==> config.mk <==
export PLATFORM = sky130hd
export DESIGN_NAME = bist_session_ctrl
export DESIGN_NICKNAME = d
export VERILOG_FILES = /design/src/rtl/bist_session_ctrl.sv
export SDC_FILE = /design/constraint.sdc
export NUM_CORES = 1
export LEC_CHECK = 0
export ABC_AREA = 1
export BUFFER_PORTS_ARGS = -buffer_cell sky130_fd_sc_hd__buf_4
export CORE_AREA = 2 2 57 59
export DETAILED_ROUTE_END_ITERATION = 16
export DIE_AREA = 0 0 59 61
export GPL_TIMING_DRIVEN = 0
export RECOVER_POWER = 50
export SLEW_MARGIN = 20
export SYNTH_ARGS = -nofsm -noshare
export SYNTH_HDL_FRONTEND = slang
export SYNTH_SLANG_ARGS = --single-unit
==> constraint.sdc <==
create_clock -name clk -period 1.6 [get_ports clk]
set_clock_uncertainty 0.1 [all_clocks]
set_input_delay 0.24 -clock clk [delete_from_list [all_inputs] [get_ports clk]]
set_output_delay 0.24 -clock clk [all_outputs]
set_load 0.01 [all_outputs]
==> src/rtl/bist_session_ctrl.sv <==
// Logic-BIST session sequencer for the c432 loop: seed TPG/MISR, run patterns, drain, compare signature.
// Latency: done rises after edge k+NUM_PATTERNS+PIPE_DEPTH+2 when start is sampled at edge k.
// Backpressure: none; start is accepted only in IDLE/DONE, abort cancels any busy state next edge.
//
// Ports:
//   clk, rst          rising-edge clock, asynchronous active-low reset
//   start, abort      session request / cancel
//   misr_sig          live MISR signature; golden_sig expected signature (stable while busy)
//   bist              mode-mux select (1 = TPG patterns drive the CUT)
//   tpg_rst, tpg_en   TPG reseed / advance
//   misr_clr, misr_en MISR synchronous clear / compaction enable
//   pattern_cnt       patterns applied this session (saturates at NUM_PATTERNS)
//   busy, done, pass  session status; pass valid while done
//   sig_captured      signature sampled on the COMPARE exit edge
//   aborted           one-cycle pulse after an accepted abort
module bist_session_ctrl #(
  parameter int NUM_PATTERNS = 23,
  parameter int PIPE_DEPTH   = 4,
  parameter int SIG_W        = 4,
  parameter int CNT_W        = 5
) (
  input  logic             clk,
  input  logic             rst,
  input  logic             start,
  input  logic             abort,
  input  logic [SIG_W-1:0] misr_sig,
  input  logic [SIG_W-1:0] golden_sig,
  output logic             bist,
  output logic             tpg_rst,
  output logic             tpg_en,
  output logic             misr_clr,
  output logic             misr_en,
  output logic [CNT_W-1:0] pattern_cnt,
  output logic             busy,
  output logic             done,
  output logic             pass,
  output logic [SIG_W-1:0] sig_captured,
  output logic             aborted
);

  // A zero-depth pipe still needs a legal (1-bit) counter; it is simply never used.
  localparam int DRN_W = (PIPE_DEPTH > 0) ? $clog2(PIPE_DEPTH + 1) : 1;

  localparam logic [CNT_W-1:0] CNT_MAX  = CNT_W'(NUM_PATTERNS);
  localparam logic [CNT_W-1:0] CNT_LAST = CNT_W'(NUM_PATTERNS - 1);
  localparam logic [DRN_W-1:0] DRN_LAST = DRN_W'((PIPE_DEPTH > 0) ? PIPE_DEPTH - 1 : 0);

  typedef enum logic [2:0] {
    S_IDLE,
    S_SEED,
    S_RUN,
    S_DRAIN,
    S_COMPARE,
    S_DONE
  } state_t;

  state_t           state;
  state_t           state_nxt;
  logic [DRN_W-1:0] drain_cnt;
  logic             accept_start;
  logic             accept_abort;

  // start is only looked at when no session is in flight.
  assign accept_start = start && ((state == S_IDLE) || (state == S_DONE));
  assign accept_abort = abort && busy;

  always_comb begin
    state_nxt = state;
    case (state)
      S_IDLE:    if (start) state_nxt = S_SEED;
      S_SEED:    state_nxt = S_RUN;
      // The edge that moves the count from NUM_PATTERNS-1 to NUM_PATTERNS ends RUN.
      S_RUN:     if (pattern_cnt == CNT_LAST)
                   state_nxt = (PIPE_DEPTH == 0) ? S_COMPARE : S_DRAIN;
      S_DRAIN:   if (drain_cnt == DRN_LAST) state_nxt = S_COMPARE;
      S_COMPARE: state_nxt = S_DONE;
      S_DONE:    if (start) state_nxt = S_SEED;
      default:   state_nxt = S_IDLE;
    endcase
    // Abort overrides every other transition, but only while a session is active.
    if (accept_abort) state_nxt = S_IDLE;
  end

  // Control outputs are pure decodes of the registered state.
  always_comb begin
    bist     = 1'b0;
    tpg_rst  = 1'b0;
    tpg_en   = 1'b0;
    misr_clr = 1'b0;
    misr_en  = 1'b0;
    busy     = 1'b0;
    done     = 1'b0;
    case (state)
      S_SEED: begin
        bist     = 1'b1;
        tpg_rst  = 1'b1;
        misr_clr = 1'b1;
        busy     = 1'b1;
      end
      S_RUN: begin
        bist    = 1'b1;
        tpg_en  = 1'b1;
        misr_en = 1'b1;
        busy    = 1'b1;
      end
      S_DRAIN: begin
        bist    = 1'b1;
        misr_en = 1'b1;
        busy    = 1'b1;
      end
      S_COMPARE: begin
        bist = 1'b1;
        busy = 1'b1;
      end
      S_DONE:  done = 1'b1;
      default: ;
    endcase
  end

  always_ff @(posedge clk or negedge rst) begin
    if (!rst) begin
      state        <= S_IDLE;
      pattern_cnt  <= '0;
      drain_cnt    <= '0;
      pass         <= 1'b0;
      sig_captured <= '0;
      aborted      <= 1'b0;
    end else begin
      state   <= state_nxt;
      aborted <= accept_abort;

      // The count also advances on an abort edge: that RUN cycle's pattern was applied.
      if (accept_start) begin
        pattern_cnt <= '0;
      end else if ((state == S_RUN) && (pattern_cnt != CNT_MAX)) begin
        pattern_cnt <= pattern_cnt + CNT_W'(1);
      end

      if (state == S_RUN) begin
        drain_cnt <= '0;
      end else if (state == S_DRAIN) begin
        drain_cnt <= drain_cnt + DRN_W'(1);
      end

      if (accept_start || accept_abort) begin
        pass <= 1'b0;
      end else if (state == S_COMPARE) begin
        sig_captured <= misr_sig;
        pass         <= (misr_sig == golden_sig);
      end
    end
  end

endmodule
==> results.md, run 1 <==
* Status: finished with violations
* Failing checks: negative setup slack
* Register-to-Register Setup Slack at 0.03 ns
* Crit Path Class: flip-flop to primary output
* P_sw at 1.094 mW
* Fraction of registers with async set/reset at 1.000
* Final HPWL DP at 1.765 mm
* Vias per inst at 4.692
* Mapped cell area at 988.4 µm²
* Min Tclk post-route at 1.668 ns
* Met1 Usage GRT at 0.1706
* CP dominant cell by count: buf_6
* Cell internal pwr at 1.457 mW
* Synth cell count leaders: 30 x nand2_1, 17 x dfrtp_1, 16 x nand3_1
* Sequential share of the synthesized area at 0.4304
* HP Start: misr_sig[0]
* Grt met2 use at 0.2540
* Synthesized Nets at 136
* Grt ovf at 0
* CTS buffer count at 3
* CP max stage delay at 0.44 ns
* Final setup vio count at 3
* Grt met3 use at 0.02132
* Max Freq at 599.6 MHz
* Die Y-Extent at 61 µm
* Fillers at 286
* CP arrival at 1.33 ns
* Slew Limit Headroom at 0.3890
* Reg2reg start: state[2]
* Maximum buffer depth of the clock tree at 2
* Latest clock arrival within the worst-skew pair at 0.28 ns
* Part of the cycle the worst path needs at 1.042
* GPL Wtd Cong at 0.8121
* Area Overhead vs Synth at 50.13%
* Crit end category: primary output
* Worst slew pin tran at 0.9165 ns
* Average size of a mapped cell at 8.237 µm²
* Hold path endpoint: sig_captured[0]
* Vias in the first global route at 931
* Largest net degree at the start of global routing at 18
* Drt drc at 0
* Reg2reg path depth at 9
* Sw Ratio at 0.4290
* Register bit count reported by yosys at 17
* Core area at 2953 µm²
* Max H-tree Level at 1
* Nets at 185
* P per Cell Area at 1719 nW/µm²
* Initial antenna violation count at 0
* Max cap viols at 0
* Detailed-route via count at 943
* # IOs at 30
* Die ar. at 3599 µm²
* P_leak at 0.7746 nW
* Layout cells sized above 1 at 0.3929
* Sequential share of power at 0.272
* Comb pwr share at 0.638
* Hold Path Depth at 3
* Crit path required time at 1.26 ns
* First drt pass iteration count at 4
* Post-route total power at 2.551 mW
* Die X at 59 µm
* Ant diodes at 0
* Clk pin slew, worst setup/hold paths at 0.10 ns
* DR WL/cell at 11.86 µm
* Max FO, Critical Path at 3
* Predominant post-synthesis flop cell: dfrtp_1
* RSZ-0062 raised after global routing: true
* Worst path slowest cell: dfrtp_1
* Antenna viol nets, final at 0
* Drt total wl at 2.383 mm
* Initial core utilization at 0.3347
* Most Crowded Layer GR: met2
* Non-filler instance count after layout at 201
* Starting DRT DRC Count at 32
* Most frequent cell after synthesis: nand2_1
* Tot GR Track Use at 0.1415
* CP Launch Type: flip-flop
* RR Endpoint: state[0]
* Final Max Slew Viols at 0
* Number of port buffers at 29
* First-pass GRT wire length at 3.919 mm
* Clock share of power at 0.091
* Worst Hold Class: primary input to flip-flop
* Final instance area at 1484 µm²
* CTS tree: done
* Area leader, netlist: dfrtp_1
* Ranking of synthesized cells by area: dfrtp_1 43%, nand2_1 11%, nand3_1 8.1%
* Number of flops mapped to enable cells by yosys at 0
* Post-route setup slack at -0.06764 ns
* Row Count at 20
* Root buffer cell: clkbuf_4
* CP Cell Sequence: buf_6 > nand3_4 > nand4_1 > buf_4 > buf_6
* Top-area cell type share of the netlist area at 0.4304
* Area after DPL at 1247 µm²
* Placed Instances at 182
* Final hold violation count at 0
* Unique masters post-synth at 24
* Cell count after synthesis at 120
* Warnings from Yosys at 0
* Clk sink count at 17
* Worst vdd ir at 0.0005937 V
==> metrics by stage <==
stage	TNS (ns)	hold slack, ns	util	setup WS [ns]
final	-0.09599	0.06334	0.5025	-0.06764
after floorplan	0	-0.1556	-	0.2035
after global placement	0	0.01862	0.4225	0.1044
after CTS	-0.1704	0.04961	0.4636	-0.1153
after global routing	-0.5600	0.05101	0.5025	-0.1269
after detailed placement	0	0.01903	0.4225	0.06621
==> cells by family after synthesis <==
kind of cell,Yosys count,share of synthesized area
xor gates and xnor gates,6,0.05317
AOI/OAI and AO/OA,10,0.06837
and+or+nand+nor,63,0.3127
DFF,17,0.4304
buffers and inverters,20,0.08480
adders and majority gates,4,0.05063
==> how the worst max path moves through the flow <==
| stage | slack [ns] | cells after the start | start | endpoint |
|---|---|---|---|---|
| finish | -0.07 | 5 | state[1] | busy |
| global route | -0.13 | 6 | state[1] | busy |
| CTS | -0.12 | 6 | state[1] | busy |
| detailed placement | 0.07 | 8 | state[2] | state[0] |
| global placement | 0.10 | 6 | state[0] | busy |
| floorplan | 0.20 | 5 | state[1] | busy |
==> layer usage <==
layer	part of all wire	up-vias	wire, µm
li1	-	486	-
met1	0.45	435	1084
met2	0.50	20	1200
met3	0.036	2	86
met4	0.0050	0	12
met5	0	-	0
==> registers in the layout, indices dropped and copies added (netlist names) <==
signal	flops
state	3
pass	1
sig_captured	4
pattern_cnt	5
aborted	1
drain_cnt	3
==> area by class of cell <==
type / instances / area [µm²] / share of cell area
Clock buffer: 3 / 22.52 / 0.01518
Tap cell: 33 / 41.29 / 0.02782
Inverter: 17 / 73.82 / 0.04975
Multi-Input combinational cell: 83 / 538.0 / 0.3626
Clock inverter: 1 / 7.507 / 0.005059
Buffer: 3 / 26.28 / 0.01771
Sequential cell: 17 / 426.7 / 0.2875
Timing Repair Buffer: 44 / 347.8 / 0.2344
==> critical path, delay by kind of cell (launching register included) <==
| kind | cells | cell delay (ns) |
|---|---|---|
| buf+inv | 3 | 0.41 |
| flops | 1 | 0.44 |
| simple gates | 2 | 0.19 |
==> cells in the final DEF, fill, tap and decap left out, types with 2 or more instances in the layout <==
cell | synthesis | layout
xnor2_1 | 3 | 3
clkbuf_4 | 0 | 3
o21ai_0 | 2 | 2
xor2_1 | 3 | 3
nand2_2 | 3 | 3
nand2_1 | 30 | 29
buf_6 | 0 | 6
dfrtp_1 | 17 | 16
nand3_1 | 16 | 13
nand3_2 | 1 | 2
inv_1 | 14 | 14
buf_4 | 2 | 39
ha_1 | 4 | 4
nor2_4 | 0 | 2
o21ai_1 | 4 | 4
nand3_4 | 0 | 2
nand4_1 | 4 | 4
nor2_1 | 3 | 3
inv_4 | 0 | 2
==> what timing repair did <==
| item | in CTS | in global routing |
|---|---|---|
| hold endpoints to repair | 17 | 0 |
| resized for setup | 10 | 13 |
| pin swaps | 4 | 6 |
| setup buffers | 6 | 8 |
| hold buffers | 1 | 0 |
| setup endpoints to repair | 5 | 8 |
==> power by group through the flow <==
| stage | sequential, mW | combinational, mW | clock, mW |
|---|---|---|---|
| after global placement | 0.688 | 1.20 | 0 |
| after global routing | 0.712 | 1.78 | 0.262 |
| after detailed placement | 0.692 | 1.22 | 0 |
| after floorplan | 0.717 | 0.723 | 0 |
| final | 0.693 | 1.63 | 0.232 |
| after CTS | 0.690 | 1.39 | 0.246 |
No activity file was read; power rests on OpenSTA's default activity.
==> run 2: changes to the inputs <==
ABC_AREA = 0   (was 1)
CORE_AREA = 2 2 58 60   (was 2 2 57 59)
DIE_AREA = 0 0 60 62   (was 0 0 59 61)
==> results.md, run 2 <==
* Max cap viols at 0
* Ant diodes at 0
* Non-filler instance count after layout at 199
* Most frequent cell after synthesis: dfrtp_1
* DR WL/cell at 11.95 µm
* Slew Limit Headroom at 0.3650
* Max H-tree Level at 1
* CTS buffer count at 3
* Area Overhead vs Synth at 44.94%
* Starting DRT DRC Count at 42
* Largest register FFs at 5
* Grt ovf at 0
* Sequential share of the synthesized area at 0.4096
* Row Count at 21
* Most frequent cells in the layout: 35 x buf_4, 17 x dfrtp_1, 11 x nand2_1, 8 x buf_6, 8 x nor2_1
* Latest clock arrival within the worst-skew pair at 0.29 ns
* Worst path slowest cell: dfrtp_1
* Vias in the first global route at 864
* Biggest register: pattern_cnt
* Min Tclk post-route at 1.682 ns
* Hold_ws at 0.09038 ns
* Failing checks: negative setup slack
* Top-area cell type share of the netlist area at 0.4096
* Die Y-Extent at 62 µm
* Tot GR Track Use at 0.1376
* Layout cells sized above 1 at 0.4314
* Placed Instances at 185
* Nets at 170
* Clk sink count at 17
* P_leak at 0.7471 nW
* Final setup vio count at 4
* Crit Path Class: flip-flop to primary output
* Cell count after synthesis at 110
* Ranking of synthesized cells by area: dfrtp_1 41%, mux2_4 5.8%, xor2_1 5.1%
* Die X at 60 µm
* Max FO, Critical Path at 7
* CP Launch Type: flip-flop
* RSZ-0062 raised after global routing: true
* # IOs at 30
* Core area at 3179 µm²
* Fraction of registers with async set/reset at 1.000
* Initial core utilization at 0.3266
* Commonest non-fill, non-tap cell in the layout: buf_4
* Area leader, netlist: dfrtp_1
* Average size of a mapped cell at 9.441 µm²
* Worst Path Buf+Inv at 3
* Root buffer cell: clkbuf_4
* Status: finished with violations
* Number of flops mapped to enable cells by yosys at 0
* Predominant post-synthesis flop cell: dfrtp_1
* Part of the cycle the worst path needs at 1.051
* Final hold violation count at 0
* Worst vdd ir at 0.0006109 V
* Final Max Slew Viols at 0
* CTS tree: done
* Max Freq at 594.7 MHz
* GPL Wtd Cong at 0.8075
* Number of port buffers at 29
* Die ar. at 3720 µm²
* Fin Setup TNS at -0.2248 ns
* Antenna viol nets, final at 0
* CP arrival at 1.34 ns
* Worst Hold Class: primary input to flip-flop
* Maximum buffer depth of the clock tree at 2
* Post-route total power at 1.603 mW
* Register bit count reported by yosys at 17
* Crit end category: primary output
* First-pass GRT wire length at 3.774 mm
* Vias per inst at 4.638
* Clk pin slew, worst setup/hold paths at 0.11 ns
* Mapped cell area at 1038 µm²
* P per Cell Area at 1065 nW/µm²
* Detailed-route via count at 923
* Top delay family on crit path: buffers and inverters
* Unique masters post-synth at 32
* First drt pass iteration count at 4
* CP dominant cell by count: buf_4
* Drt drc at 0
* CP max stage delay at 0.39 ns
* CP Cell Sequence: buf_6 > buf_4 > nor3b_4 > buf_4
* Largest net degree at the start of global routing at 18
* Drt total wl at 2.378 mm
* Final HPWL DP at 1.713 mm
* Largest regs: pattern_cnt (5), sig_captured (4)
* Pre-CTS WS at -0.01778 ns
* Initial antenna violation count at 0
* Synthesized Nets at 126
* Synth cell count leaders: 17 x dfrtp_1, 12 x nand2_1, 11 x nor2_1
* Post-route setup slack at -0.08153 ns
* Warnings from Yosys at 0
* Worst slew pin tran at 0.9525 ns
* Crit path required time at 1.26 ns
run 2: layout make-up:
cell class / count / area, µm²
Fill cell: 299 / 1674
Timing Repair Buffer: 40 / 317.8
Clock buffer: 3 / 22.52
Tap cell: 46 / 57.56
Multi-Input combinational cell: 79 / 586.8
Buffer: 6 / 63.81
Inverter: 7 / 26.28
Sequential cell: 17 / 425.4
Clock inverter: 1 / 5.005
run 2: timing repair:
action                                  4_1_cts  5_1_grt
hold buffers                                  1        0
endpoints found under the setup margin        5       13
resized for setup                            15       11
pin swaps                                     2        2
endpoints found under the hold margin        17        0
buffers inserted                              4        6
run 2: logic make-up after synthesis:
logic type	Yosys count	synth area share
xor gates and xnor gates	8	0.06747
AOI/OAI and AO/OA	21	0.1301
and+or+nand+nor	40	0.1988
DFF	17	0.4096
muxes	6	0.07711
buffers and inverters	14	0.06868
adders and majority gates	4	0.04819
run 2: metal layers:
layer / GRT usage / vias up / part of all wire
met5: 0 / - / 0
met4: 0.02857 / 0 / 0.0042
met3: 0.03727 / 2 / 0.062
met2: 0.2516 / 34 / 0.49
met1: 0.1620 / 426 / 0.44
li1: - / 461 / -
run 2: power by group:
| group | switching, mW | internal, mW |
|---|---|---|
| clock | 0.141 | 0.0930 |
| sequential | 0.0533 | 0.491 |
| combinational | 0.389 | 0.436 |
run 2: per-stage QoR:
stage                     area [µm²]  utilization
after global routing            1505       0.4734
after global placement          1314       0.4132
final                           1505       0.4734
after CTS                       1436       0.4518
after detailed placement        1314       0.4132
after floorplan                 1039            -
run 2: path summary, 6_finish.rpt:
path	start	slack [ns]	to	cells after the start
setup / recovery	state[1]	-0.08	tpg_en	4
hold / removal	misr_sig[3]	0.09	sig_captured[3]	2
setup reg to reg	state[0]	0.07	sig_captured[0]	5
hold reg to reg	drain_cnt[2]	0.40	drain_cnt[2]	2
max in group asynchronous	rst	0.32	pattern_cnt[3]	2
min in group asynchronous	rst	0.50	sig_captured[3]	2
==> run 3: changes to the inputs <==
SETUP_SLACK_MARGIN = 0.02   (was not set)
clock period = 2.1 ns   (was 1.6 ns; I/O delays follow)
==> results.md, run 3 (synthesis results as in run 2) <==
* Largest regs: pattern_cnt (5), sig_captured (4)
* Worst path slowest cell: dfrtp_1
* Status: finished, final reports clean
* Max H-tree Level at 1
* Worst Hold Class: primary input to flip-flop
* Nets at 161
* Final hold violation count at 0
* GPL Wtd Cong at 0.8075
* Tot GR Track Use at 0.1328
* Min Tclk post-route at 1.961 ns
* Biggest register: pattern_cnt
* Maximum buffer depth of the clock tree at 2
* Fin Setup TNS at 0 ns
* Clk pin slew, worst setup/hold paths at 0.11 ns
* Die X at 60 µm
* Die Y-Extent at 62 µm
* CP arrival at 1.55 ns
* Drt drc at 0
* Post-route total power at 1.088 mW
* Core area at 3179 µm²
* Clk sink count at 17
* Number of port buffers at 29
* Detailed-route via count at 880
* Area Overhead vs Synth at 29.28%
* Hold Path Depth at 2
* HP Start: misr_sig[3]
* Layout cells sized above 1 at 0.3125
* CTS buffer count at 3
* Initial antenna violation count at 0
* DR WL/cell at 11.84 µm
* Largest net degree at the start of global routing at 18
* Hold path endpoint: sig_captured[3]
* Area after DPL at 1314 µm²
* First-pass GRT wire length at 3.650 mm
* Starting DRT DRC Count at 12
* Most frequent cells in the layout: 26 x buf_4, 17 x dfrtp_1, 12 x nand2_1, 10 x nor2_1
* Drt total wl at 2.249 mm
* P_leak at 0.6681 nW
* Root buffer cell: clkbuf_4
* Part of the cycle the worst path needs at 0.9340
* CP max stage delay at 0.38 ns
* Reg2reg start: drain_cnt[0]
* Max cap viols at 0
* CTS tree: done
* Grt ovf at 0
* Post-CTS Setup Inserts at 0
* First drt pass iteration count at 2
* Vias in the first global route at 831
* Ant diodes at 0
* Worst slew pin tran at 0.9413 ns
* CP Launch Type: flip-flop
* Row Count at 21
* Final setup vio count at 0
* RR Endpoint: state[1]
* Register-to-Register Setup Slack at 0.56 ns
* Final instance area at 1343 µm²
* Die ar. at 3720 µm²
* # IOs at 30
* Final Max Slew Viols at 0
* Vias per inst at 4.632
* Latest clock arrival within the worst-skew pair at 0.30 ns
* CP dominant cell by count: buf_4
* P per Cell Area at 810.6 nW/µm²
* Largest register FFs at 5
* Max Freq at 509.9 MHz
* Initial core utilization at 0.3266
* Max FO, Critical Path at 10
* Final HPWL DP at 1.713 mm
* Crit path required time at 1.68 ns
* RSZ-0062 raised after global routing: false
* Antenna viol nets, final at 0
* Reg2reg path depth at 5
* Top delay family on crit path: buffers and inverters
* Crit Path Class: flip-flop to primary output
* Worst Path Buf+Inv at 4
* Worst vdd ir at 0.0004217 V
* Commonest non-fill, non-tap cell in the layout: buf_4
* Slew Limit Headroom at 0.3725
* CP Cell Sequence: buf_4 > clkbuf_4 > nor2_2 > xnor2_2 > buf_4 > buf_4
* Crit end category: primary output
run 3: layout make-up:
class	instances	area, µm²
inverter	7	26.28
timing repair buffer	30	201.4
sequential	17	425.4
clock inverter	1	5.005
multi-input combinational	79	556.8
tap	46	57.56
buffer	7	47.55
clock buffer	3	22.52
fill	327	1837
run 3: how the worst max path moves through the flow:
stage / startpoint / endpoint / slack [ns] / cells past startpoint
after floorplan: state[0] / busy / 0.49 / 5
after global placement: state[0] / busy / 0.42 / 6
after detailed placement: state[0] / busy / 0.41 / 6
after CTS: state[0] / busy / 0.06 / 6
after global routing: state[0] / busy / 0.04 / 6
final: state[0] / busy / 0.14 / 6
run 3: what timing repair did:
item	in CTS	in global routing
endpoints found under the hold margin	17	0
setup endpoints to repair	0	2
gates resized for setup	0	4
hold buffers	1	0
run 3: layer usage:
metal	vias up	GRT usage	part of all wire
met1	410	0.1568	0.44
li1	440	-	-
met5	-	0	0
met2	28	0.2407	0.49
met4	0	0.02857	0.0044
met3	2	0.03727	0.066
run 3: report_power, final:
part	leakage, nW	switching (mW)	internal [mW]
sequential	0.233	0.0332	0.374
combinational	0.417	0.261	0.239
clock	0.0177	0.110	0.0709
run 3: per-stage QoR:
| step | hold WS, ns | util | worst slack [ns] | std cells |
|---|---|---|---|---|
| finish | 0.1596 | 0.4223 | 0.1387 | 190 |
| global route | 0.1408 | 0.4223 | 0.03879 | 190 |
| detailed placement | 0.09441 | 0.4132 | 0.4072 | 185 |
| global placement | 0.09318 | 0.4132 | 0.4239 | 185 |
| floorplan | -0.08059 | - | 0.4897 | 110 |
| CTS | 0.1565 | 0.4250 | 0.05997 | 190 |
